**config.mk**
```make
export PLATFORM = sky130hd
export DESIGN_NAME = imem_loader_flat
export DESIGN_NICKNAME = d
export VERILOG_FILES = /design/src/rtl/imem_loader_pkg.sv /design/src/rtl/imem_loader_if.sv /design/src/rtl/imem_loader_byte_packer.sv /design/src/rtl/imem_loader.sv /design/src/flat_wrapper.sv
export SDC_FILE = /design/constraint.sdc
export NUM_CORES = 1
export LEC_CHECK = 0
export CAP_MARGIN = 20
export CELL_PAD_IN_SITES_DETAIL_PLACEMENT = 1
export CELL_PAD_IN_SITES_GLOBAL_PLACEMENT = 2
export CORE_ASPECT_RATIO = 0.7
export CORE_MARGIN = 2
export CORE_UTILIZATION = 27
export CTS_CLUSTER_SIZE = 10
export DETAILED_ROUTE_END_ITERATION = 12
export PLACE_DENSITY_LB_ADDON = 0.1
export SLEW_MARGIN = 10
export SYNTH_ARGS = -nofsm -noshare
export SYNTH_HDL_FRONTEND = slang
export SYNTH_SLANG_ARGS = --single-unit
```
**constraint.sdc**
```tcl
create_clock -name clk -period 3.2 [get_ports clk]
set_input_delay 0.64 -clock clk [delete_from_list [all_inputs] [get_ports clk]]
set_output_delay 0.64 -clock clk [all_outputs]
set_load 0.01 [all_outputs]
```
**src/rtl/imem_loader_pkg.sv**
```systemverilog
// Shared definitions for the instruction-memory loader and the CPU top level:
// FSM state encoding, memory word width and the default word-address width.
package imem_loader_pkg;

    localparam int WORD_W         = 32;
    localparam int BYTE_W         = 8;
    localparam int ADDR_W_DEFAULT = 10;

    typedef enum logic [2:0] {
        ST_IDLE  = 3'd0,
        ST_RECV  = 3'd1,
        ST_WRITE = 3'd2,
        ST_DONE  = 3'd3,
        ST_CKSUM = 3'd4
    } state_e;

endpackage

```
**src/rtl/imem_loader_if.sv**
```systemverilog
// Byte-stream / instruction-memory write bus of the loader. The master modport is
// the loader itself; cksum_err exists only when IMEM_LOADER_CKSUM_EN is defined.
interface imem_loader_if #(
    parameter int ADDR_W = imem_loader_pkg::ADDR_W_DEFAULT
);

    logic                              start;
    logic [ADDR_W:0]                   word_count;
    logic [imem_loader_pkg::BYTE_W-1:0] byte_in;
    logic                              byte_valid;
    logic                              byte_ready;
    logic                              mem_we;
    logic [ADDR_W-1:0]                 mem_addr;
    logic [imem_loader_pkg::WORD_W-1:0] mem_wdata;
    logic                              busy;
    logic                              done;
    logic                              cpu_hold;
`ifdef IMEM_LOADER_CKSUM_EN
    logic                              cksum_err;
`endif

    modport master (
        input  start, word_count, byte_in, byte_valid,
        output byte_ready, mem_we, mem_addr, mem_wdata, busy, done, cpu_hold
`ifdef IMEM_LOADER_CKSUM_EN
        , output cksum_err
`endif
    );

    modport slave (
        output start, word_count, byte_in, byte_valid,
        input  byte_ready, mem_we, mem_addr, mem_wdata, busy, done, cpu_hold
`ifdef IMEM_LOADER_CKSUM_EN
        , input cksum_err
`endif
    );

endinterface

```
**src/rtl/imem_loader_byte_packer.sv**
```systemverilog
// Big-endian byte packer: shifts bytes into a 32-bit word (first byte lands in
// [31:24]) and flags the transfer that completes a 4-byte group.
module imem_loader_byte_packer
    import imem_loader_pkg::*;
(
    input  logic              clk,
    input  logic              rst,
    input  logic              clear_i,
    input  logic              shift_i,
    input  logic [BYTE_W-1:0] byte_i,
    output logic [WORD_W-1:0] word_o,
    output logic              word_ready_o
);

    logic [WORD_W-1:0] word_q, word_d;
    logic [1:0]        cnt_q, cnt_d;

    // NOTE: every combinational output gets its hold value first, so no path leaves it unassigned and no latch is inferred.
    always_comb begin
        word_d = word_q;
        cnt_d  = cnt_q;
        if (clear_i) begin
            word_d = '0;
            cnt_d  = '0;
        end else if (shift_i) begin
            word_d = {word_q[WORD_W-BYTE_W-1:0], byte_i};
            cnt_d  = cnt_q + 2'd1;
        end
    end

    // NOTE: state registers use non-blocking assignments so all flops update from pre-edge values.
    always_ff @(posedge clk) begin
        if (rst) begin
            word_q <= '0;
            cnt_q  <= '0;
        end else begin
            word_q <= word_d;
            cnt_q  <= cnt_d;
        end
    end

    assign word_o       = word_q;
    assign word_ready_o = shift_i && (cnt_q == 2'd3);

endmodule

```
**src/rtl/imem_loader.sv**
```systemverilog
// Instruction-memory loader: packs a byte stream into words written from address 0
// and holds the CPU meanwhile. IMEM_LOADER_CKSUM_EN adds a trailing XOR checksum byte.
module imem_loader
    import imem_loader_pkg::*;
#(
    parameter int ADDR_W = ADDR_W_DEFAULT
) (
    input  logic          clk,
    input  logic          rst,
    imem_loader_if.master bus
);

    localparam logic [ADDR_W:0] MAX_WORDS = {1'b1, {ADDR_W{1'b0}}};

    state_e              state_q, state_d;
    logic [ADDR_W:0]     n_q, n_d;
    logic [ADDR_W-1:0]   addr_q, addr_d;
    logic                ready;
    logic                xfer;
    logic                pack_clear;
    logic                pack_shift;
    logic                word_ready;
    logic                last_word;
    logic [WORD_W-1:0]   packed_word;
`ifdef IMEM_LOADER_CKSUM_EN
    logic [BYTE_W-1:0]   xor_q, xor_d;
    logic                err_q, err_d;
`endif

    imem_loader_byte_packer u_packer (
        .clk          (clk),
        .rst          (rst),
        .clear_i      (pack_clear),
        .shift_i      (pack_shift),
        .byte_i       (bus.byte_in),
        .word_o       (packed_word),
        .word_ready_o (word_ready)
    );

`ifdef IMEM_LOADER_CKSUM_EN
    assign ready = (state_q == ST_RECV) || (state_q == ST_CKSUM);
`else
    assign ready = (state_q == ST_RECV);
`endif
    assign xfer       = bus.byte_valid && ready;
    assign pack_shift = xfer && (state_q == ST_RECV);
    assign last_word  = ({1'b0, addr_q} == (n_q - (ADDR_W+1)'(1)));

    always_comb begin
        state_d    = state_q;
        n_d        = n_q;
        addr_d     = addr_q;
        pack_clear = 1'b0;
`ifdef IMEM_LOADER_CKSUM_EN
        xor_d      = xor_q;
        err_d      = err_q;
`endif
        case (state_q)
            ST_IDLE, ST_DONE: begin
                if (bus.start) begin
                    n_d        = (bus.word_count > MAX_WORDS) ? MAX_WORDS : bus.word_count;
                    addr_d     = '0;
                    pack_clear = 1'b1;
`ifdef IMEM_LOADER_CKSUM_EN
                    xor_d      = '0;
                    err_d      = 1'b0;
                    state_d    = (bus.word_count == '0) ? ST_CKSUM : ST_RECV;
`else
                    state_d    = (bus.word_count == '0) ? ST_DONE : ST_RECV;
`endif
                end
            end
            ST_RECV: begin
`ifdef IMEM_LOADER_CKSUM_EN
                if (xfer) xor_d = xor_q ^ bus.byte_in;
`endif
                if (word_ready) state_d = ST_WRITE;
            end
            ST_WRITE: begin
                if (last_word) begin
`ifdef IMEM_LOADER_CKSUM_EN
                    state_d = ST_CKSUM;
`else
                    state_d = ST_DONE;
`endif
                end else begin
                    addr_d  = addr_q + ADDR_W'(1);
                    state_d = ST_RECV;
                end
            end
`ifdef IMEM_LOADER_CKSUM_EN
            ST_CKSUM: begin
                // The checksum byte covers every data byte accepted since start.
                if (xfer) begin
                    err_d   = (bus.byte_in != xor_q);
                    state_d = ST_DONE;
                end
            end
`endif
            default: state_d = ST_IDLE;
        endcase
    end

    always_ff @(posedge clk) begin
        if (rst) begin
            state_q <= ST_IDLE;
            n_q     <= '0;
            addr_q  <= '0;
`ifdef IMEM_LOADER_CKSUM_EN
            xor_q   <= '0;
            err_q   <= 1'b0;
`endif
        end else begin
            state_q <= state_d;
            n_q     <= n_d;
            addr_q  <= addr_d;
`ifdef IMEM_LOADER_CKSUM_EN
            xor_q   <= xor_d;
            err_q   <= err_d;
`endif
        end
    end

    // All outputs decode directly from registered state, so they are glitch-free.
    assign bus.byte_ready = ready;
    assign bus.mem_we     = (state_q == ST_WRITE);
    assign bus.mem_addr   = addr_q;
    assign bus.mem_wdata  = packed_word;
    assign bus.done       = (state_q == ST_DONE);
`ifdef IMEM_LOADER_CKSUM_EN
    assign bus.busy       = (state_q == ST_RECV) || (state_q == ST_WRITE) || (state_q == ST_CKSUM);
    assign bus.cksum_err  = err_q;
`else
    assign bus.busy       = (state_q == ST_RECV) || (state_q == ST_WRITE);
`endif
    assign bus.cpu_hold   = bus.busy;

endmodule

```
**src/flat_wrapper.sv**
```systemverilog
// flat-port wrapper written by rule: the top's interface ports become plain ports
module imem_loader_flat import imem_loader_pkg::*;
#(
    parameter int ADDR_W = ADDR_W_DEFAULT
)
  (clk, rst, bus_start, bus_word_count, bus_byte_in, bus_byte_valid, bus_byte_ready, bus_mem_we, bus_mem_addr, bus_mem_wdata, bus_busy, bus_done, bus_cpu_hold);
  imem_loader_if #(.ADDR_W(ADDR_W)) bus_i ();
  input  logic clk;
  input  logic rst;
  input wire logic [$bits(bus_i.start)-1:0] bus_start;
  input wire logic [$bits(bus_i.word_count)-1:0] bus_word_count;
  input wire logic [$bits(bus_i.byte_in)-1:0] bus_byte_in;
  input wire logic [$bits(bus_i.byte_valid)-1:0] bus_byte_valid;
  output wire logic [$bits(bus_i.byte_ready)-1:0] bus_byte_ready;
  output wire logic [$bits(bus_i.mem_we)-1:0] bus_mem_we;
  output wire logic [$bits(bus_i.mem_addr)-1:0] bus_mem_addr;
  output wire logic [$bits(bus_i.mem_wdata)-1:0] bus_mem_wdata;
  output wire logic [$bits(bus_i.busy)-1:0] bus_busy;
  output wire logic [$bits(bus_i.done)-1:0] bus_done;
  output wire logic [$bits(bus_i.cpu_hold)-1:0] bus_cpu_hold;
  assign bus_i.start = bus_start;
  assign bus_i.word_count = bus_word_count;
  assign bus_i.byte_in = bus_byte_in;
  assign bus_i.byte_valid = bus_byte_valid;
  assign bus_byte_ready = bus_i.byte_ready;
  assign bus_mem_we = bus_i.mem_we;
  assign bus_mem_addr = bus_i.mem_addr;
  assign bus_mem_wdata = bus_i.mem_wdata;
  assign bus_busy = bus_i.busy;
  assign bus_done = bus_i.done;
  assign bus_cpu_hold = bus_i.cpu_hold;
  imem_loader #(.ADDR_W(ADDR_W)) u_core (.clk(clk), .rst(rst), .bus(bus_i));
endmodule
```
==> summary.md, run 1 <==
| Metric | Value |
|---|---|
| Outcome | completed |
| CTS tree | built |
| Ant. Diodes | 0 |
| DP Worst Slack | 0.553 ns |
| Critical path, cell by cell | inv_1 -> ha_1 -> nor3b_2 -> o211ai_1 -> a32o_1 -> o2111a_1 -> a221o_1 -> o22ai_2 |
| Total congestion overflow | 0 |
| LEAKAGE | 1.30 nW |
| Slowest CP cell | a221o_1 |
| Gr usage total | 0.167 |
| Initial Util | 0.279 |
| Sequential area share after synthesis | 0.419 |
| Die ar. | 10900 µm² |
| Syn_area_per_cell | 7.87 µm² |
| Reg-to-Reg End | u_core.bus.mem_addr[0] |
| Worst Skew | 0.00787 ns |
| Syn Std Cell Area | 2720 µm² |
| Clock-pin slew on the worst setup and hold paths | 0.05 ns |
| Design Power | 2.67 mW |
| Hold Buf Count CTS | 0 |
| Final worst setup slack | 0.556 ns |
| Worst setup SP type | flip-flop |
| DRC errors left | 0 |
| Fin crit period | 2.64 ns |
| Postcts setup bufs | 0 |
| Max Clk Rate | 378 MHz |
| VDD IR-drop max | 0.000363 V |
| Crit Path Class | flip-flop to flip-flop |
| Worst min path class | flip-flop to flip-flop |
| Post-synth ARST share | 0 |
| Crit path depth | 8 |
| Yosys cell types | 45 |
| Vias in the first global route | 2627 |
| Final WL | 8680 µm |
| Routed vias/inst | 4.91 |
| Critical Path AT | 2.89 ns |
| Post-CTS resize count | 0 |
| Crit-path max FO | 9 |
| Share of the synthesized area in the top cell type | 0.419 |
| Hold Path Sink | u_core.u_packer.word_o[28] |
| Maximum level of the CTS H-tree | 3 |
| Syn Nets | 376 |
| Final Hold Viols | 0 |
| Number of buffers created by CTS | 9 |
| Setup crit start | u_core.n_q[0] |
| WL/cell | 16.0 µm |
| Buf+Inv Stages, Crit Path | 1 |
| Max-Cap Viols | 0 |
| WP data required | 3.45 ns |
| Routed vias | 2665 |
| Ys flop type | dfxtp_1 |
| YS warnings | 0 |
| Clock root cell | clkbuf_16 |
| Initial antenna violation count | 0 |
| Worst slew margin | 0.623 |
| DRT Pass-1 Iters | 4 |
| Fillers | 1159 |
| Post-synthesis register bit count | 57 |
| CTS sink count | 57 |
| Synth area leader | dfxtp_1 |
| Layout net count | 441 |
| WHS Path Cells | 2 |
| Clk Latency, worst-skew pair | 0.32 ns |
| Iteration-0 DRC Markers | 102 |
| R2R depth | 8 |
| Layout cell share with drive strength beyond 1 | 0.0723 |
| Setup-failing EPs final | 0 |
| DIE HEIGHT | 88.0 µm |
| GP Congestion | 0.764 |
| Min-delay src | u_core.u_packer.word_o[28] |
| Io pins | 70 |
| R2R Path Start | u_core.n_q[0] |
| EDFF count, synth | 0 |
| Num rows | 30 |
| Period utilization | 0.826 |
| Hpwl dp | 6330 µm |
| Highest cell delay on the worst timing path | 0.53 ns |
| Clk buf depth | 2 |
| Multi-input logic area | 1420 µm² |
| First-pass GRT wire length | 13800 µm |
| PortBufs | 69 |
| Reg2reg setup slack | 0.56 ns |
| Top Family by Delay on Critical Path | compound AO/OA/AOI/OAI gates |
| Post-route ant nets | 0 |
| Core Area | 9760 µm² |
| Area grow syn2layout | 41.1% |
| Storage cell area | 1140 µm² |
| Max-slew violation count | 0 |
| Die width | 124 µm |
| Worst slew pin tran | 0.561 ns |
| Critical Path End Type | flip-flop |
| RSZ-0062 raised after global routing | false |
| PD cells | 694 nW/µm² |
| Gate count of the mapped netlist | 346 |
| Setup tns final | 0 ns |
| Largest net degree at the start of global routing | 35 |
| Area contributors post-synth | dfxtp_1 (42%), nand2_1 (12%), a21oi_1 (9.0%), ha_1 (3.2%), xnor2_1 (3.2%) |
state kept, by name (all words and copies together), names as in the netlist:
register                flops
u_core.u_packer.cnt_q       2
u_core.u_packer.word_o     32
u_core.bus.mem_addr        10
u_core.state_q              2
u_core.n_q                 11
through the flow:
step | utilization | hold WS (ns) | instances | cell area [µm²]
after floorplan | - | 0.440 | 346 | 2720
after global placement | 0.363 | 0.442 | 528 | 3540
after detailed placement | 0.363 | 0.451 | 528 | 3540
after CTS | 0.393 | 0.458 | 543 | 3840
after global routing | 0.393 | 0.466 | 543 | 3840
final | 0.393 | 0.455 | 543 | 3840
placed cells by master (no fill, tap or decap), types with 3 or more instances in the layout:
cell	count
ha_1	7
clkdlybuf4s50_1	69
buf_4	7
clkbuf_16	9
nor2_1	10
a22o_1	4
a21oi_1	49
xnor2_1	10
nor4_1	5
o21ai_0	10
nor3b_1	3
nand3_1	12
xor2_1	5
dfxtp_1	57
inv_1	15
nand2_1	87
nor3_1	4
o32ai_1	8
or3_1	3
nand4_1	3
power breakdown:
| part | leakage, nW | total [mW] | internal, mW | switching (mW) |
|---|---|---|---|---|
| combinational | 0.694 | 0.888 | 0.368 | 0.520 |
| clock | 0.148 | 0.947 | 0.637 | 0.311 |
| sequential | 0.461 | 0.831 | 0.761 | 0.0693 |
| total | 1.30 | 2.67 | 1.77 | 0.900 |
final cells by class:
class                   instances  share of cell area
multi-input cells             250               0.369
flip-flops and latches         57               0.297
clock buffers                  12              0.0668
inverters                      16              0.0156
well taps                     128              0.0417
repair buffers                 77               0.199
clock inverters                 3              0.0104
synthesized netlist by cell type, drive strengths merged (5+ instances only):
| library cell | instances |
|---|---|
| nand2 | 87 |
| dfxtp | 57 |
| a21oi | 49 |
| clkbuf | 17 |
| inv | 15 |
| nand3 | 12 |
| nor2 | 10 |
| o21ai | 10 |
| xnor2 | 10 |
| o32ai | 8 |
| ha | 7 |
| buf | 6 |
| nor4 | 6 |
| xor2 | 5 |
worst max-delay path by stage:
stage	endpoint	slack, ns
after floorplan	u_core.bus.mem_addr[0]	0.99
after global placement	u_core.bus.mem_addr[0]	0.67
after detailed placement	u_core.bus.mem_addr[0]	0.55
after CTS	u_core.bus.mem_addr[0]	0.54
after global routing	u_core.bus.mem_addr[8]	0.34
final	u_core.bus.mem_addr[0]	0.56
cell families (layout without fill, tap and decap cells):
| family | count (synthesis) | after routing | synth area share |
|---|---|---|---|
| and+or+nand+nor | 141 | 141 | 0.240 |
| AOI/OAI and AO/OA | 86 | 86 | 0.196 |
| DFF | 57 | 57 | 0.419 |
| buffers and inverters | 39 | 108 | 0.0598 |
| xor gates and xnor gates | 15 | 15 | 0.0483 |
| adders and majority gates | 7 | 7 | 0.0322 |
| muxes | 1 | 1 | 0.00368 |
worst reg2reg max path, cell delays in order (launching register included):
cell and delay, ns:
dfxtp_1 0.38, inv_1 0.10, ha_1 0.28, nor3b_2 0.41, o211ai_1 0.15, a32o_1 0.24
o2111a_1 0.27, a221o_1 0.53, o22ai_2 0.22
per-layer routing:
layer / share of wire / global-route usage
met1: 0.55 / 0.256
met2: 0.39 / 0.225
met3: 0.054 / 0.0488
met4: 0.0045 / 0.0368
met5: 0 / 0
Power figures use the tool's default switching activity.
==> run 2: changes to the inputs <==
==> constraint.sdc (replaced) <==
create_clock -name clk -period 2.7 [get_ports clk]
set_input_delay 0.54 -clock clk [delete_from_list [all_inputs] [get_ports clk]]
set_output_delay 0.54 -clock clk [all_outputs]
set_load 0.01 [all_outputs]
==> summary.md, run 2 (synthesis results as in run 1) <==
| Metric | Value |
|---|---|
| Number of buffers created by CTS | 9 (unchanged) |
| Design Area, Final | 3890 µm² (was 3840 µm²) |
| Final WL | 8750 µm (was 8680 µm) |
| Ant. Diodes | 0 (unchanged) |
| Area grow syn2layout | 43.1% (was 41.1%) |
| CTS sink count | 57 (unchanged) |
| Iteration-0 DRC Markers | 136 (was 102) |
| Leading cell type in the layout, fill and taps excluded | nand2_1 (unchanged) |
| Commonest non-fill, non-tap cells in the layout | nand2_1 (87), clkdlybuf4s50_1 (69), dfxtp_1 (57) (unchanged) |
| P_int | 2.23 mW (was 1.77 mW) |
| Clock-pin slew on the worst setup and hold paths | 0.05 ns (about the same) |
| Fillers | 1174 (was 1159) |
| Gr usage total | 0.170 (was 0.167) |
| Reg2reg setup slack | 0.18 ns (was 0.56 ns) |
| Critical Path AT | 2.78 ns (was 2.89 ns) |
| Clk Latency, worst-skew pair | 0.32 ns (about the same) |
| Crit Path Class | flip-flop to flip-flop (unchanged) |
| PD cells | 852 nW/µm² (was 694 nW/µm²) |
| Max FFs per register | 32 (unchanged) |
| Post-route ant nets | 0 (unchanged) |
| P_sw | 1.08 mW (was 900 µW) |
| Largest net degree at the start of global routing | 38 (was 35) |
| Die ar. | 10900 µm² (unchanged) |
| Fin crit period | 2.52 ns (was 2.64 ns) |
| CTS tree | built (unchanged) |
| Max Clk Rate | 397 MHz (was 378 MHz) |
| Core Area | 9760 µm² (unchanged) |
| DP Area | 3560 µm² (was 3540 µm²) |
| LEAKAGE | 1.33 nW (was 1.30 nW) |
| Clk buf depth | 2 (unchanged) |
| Io pins | 70 (unchanged) |
| Initial antenna violation count | 0 (unchanged) |
| GP Congestion | 0.812 (was 0.764) |
| RSZ-0062 raised after global routing | false (unchanged) |
| Sequential share of power | 0.297 (was 0.312) |
| WL/cell | 16.0 µm (about the same) |
| Routed vias/inst | 4.93 (was 4.91) |
| Maximum level of the CTS H-tree | 3 (unchanged) |
| First-pass GRT wire length | 14000 µm (was 13800 µm) |
| DRC errors left | 0 (unchanged) |
| Hpwl dp | 6360 µm (was 6330 µm) |
| Final std cells w/o fill | 545 (was 543) |
| WP data required | 2.96 ns (was 3.45 ns) |
| Final Hold Viols | 0 (unchanged) |
| Period utilization | 0.934 (was 0.826) |
| Layout net count | 443 (was 441) |
| Crit-path max FO | 9 (unchanged) |
| Num rows | 30 (unchanged) |
| Sw frac | 0.327 (was 0.338) |
| Vias in the first global route | 2671 (was 2627) |
| VDD IR-drop max | 0.000614 V (was 0.000363 V) |
| Routed vias | 2687 (was 2665) |
| Worst Skew | 0.00727 ns (was 0.00787 ns) |
| Layout cell share with drive strength beyond 1 | 0.0767 (was 0.0723) |
| Setup tns final | 0 ns (unchanged) |
| Combinational Power Share | 0.326 (was 0.333) |
| Hold Buf Count CTS | 0 (unchanged) |
| Critical Path End Type | flip-flop (unchanged) |
| Worst setup SP type | flip-flop (unchanged) |
| Worst min path class | flip-flop to flip-flop (unchanged) |
| Clock root cell | clkbuf_16 (unchanged) |
| Worst slew pin tran | 0.556 ns (was 0.561 ns) |
| DRT Pass-1 Iters | 4 (unchanged) |
| Max-slew violation count | 0 (unchanged) |
| Total congestion overflow | 0 (unchanged) |
| Clk pwr share | 0.377 (was 0.355) |
| Placed instance count | 530 (was 528) |
| DIE HEIGHT | 88.0 µm (unchanged) |
| Design Power | 3.32 mW (was 2.67 mW) |
| Worst slew margin | 0.626 (was 0.623) |
| Die width | 124 µm (unchanged) |
| Initial Util | 0.279 (unchanged) |
| Max-Cap Viols | 0 (unchanged) |
| Outcome | completed (unchanged) |
| Setup-failing EPs final | 0 (unchanged) |
| PortBufs | 69 (unchanged) |
run 2: timing repair:
action                     CTS  global route
setup endpoints to repair    0             8
gates resized for setup      0             1
setup buffers                0             0
run 2: layout make-up:
class	instances	area (µm²)	share of cell area
inverters	16	60.1	0.0154
clock inverters	2	60.1	0.0154
repair buffers	79	778	0.200
well taps	128	160	0.0411
flip-flops and latches	57	1140	0.293
multi-input cells	250	1420	0.366
clock buffers	13	270	0.0694
run 2: metrics by stage:
step / hold slack (ns) / worst slack (ns) / utilization
6_report: 0.455 / 0.179 / 0.399
5_1_grt: 0.480 / 0.0117 / 0.399
4_1_cts: 0.459 / 0.110 / 0.398
3_5_place_dp: 0.452 / 0.118 / 0.364
3_3_place_gp: 0.443 / 0.270 / 0.364
2_1_floorplan: 0.440 / 0.485 / -
run 2: worst max-delay path, cell delays in order, from the launching register on:
cell,delay [ns]
dfxtp_1,0.38
inv_1,0.11
ha_1,0.26
nor3b_4,0.32
o211ai_1,0.15
a32o_1,0.24
o2111a_1,0.25
a221o_1,0.52
o22ai_2,0.21
run 2: power groups by stage:
stage | clock [mW] | sequential, mW | combinational, mW
6_report | 1.25 | 0.985 | 1.08
4_1_cts | 1.28 | 0.983 | 1.09
3_5_place_dp | 0 | 1.00 | 1.08
2_1_floorplan | 0 | 0.972 | 0.720
5_1_grt | 1.32 | 0.996 | 1.21
3_3_place_gp | 0 | 0.997 | 1.08
run 2: per-layer routing:
| metal | GRT usage | wire length, µm | vias to the layer above |
|---|---|---|---|
| met5 | 0 | 0 | - |
| met2 | 0.233 | 3390 | 61 |
| met1 | 0.259 | 4820 | 1280 |
| met3 | 0.0449 | 441 | 11 |
| li1 | - | - | 1335 |
| met4 | 0.0490 | 95 | 0 |
run 2: final timing paths:
kind | start | to | cells past startpoint
max | u_core.n_q[0] | u_core.bus.mem_addr[0] | 8
max reg2reg | u_core.n_q[0] | u_core.bus.mem_addr[0] | 8
min | u_core.u_packer.word_o[27] | u_core.u_packer.word_o[27] | 2
min reg2reg | u_core.u_packer.word_o[27] | u_core.u_packer.word_o[27] | 2
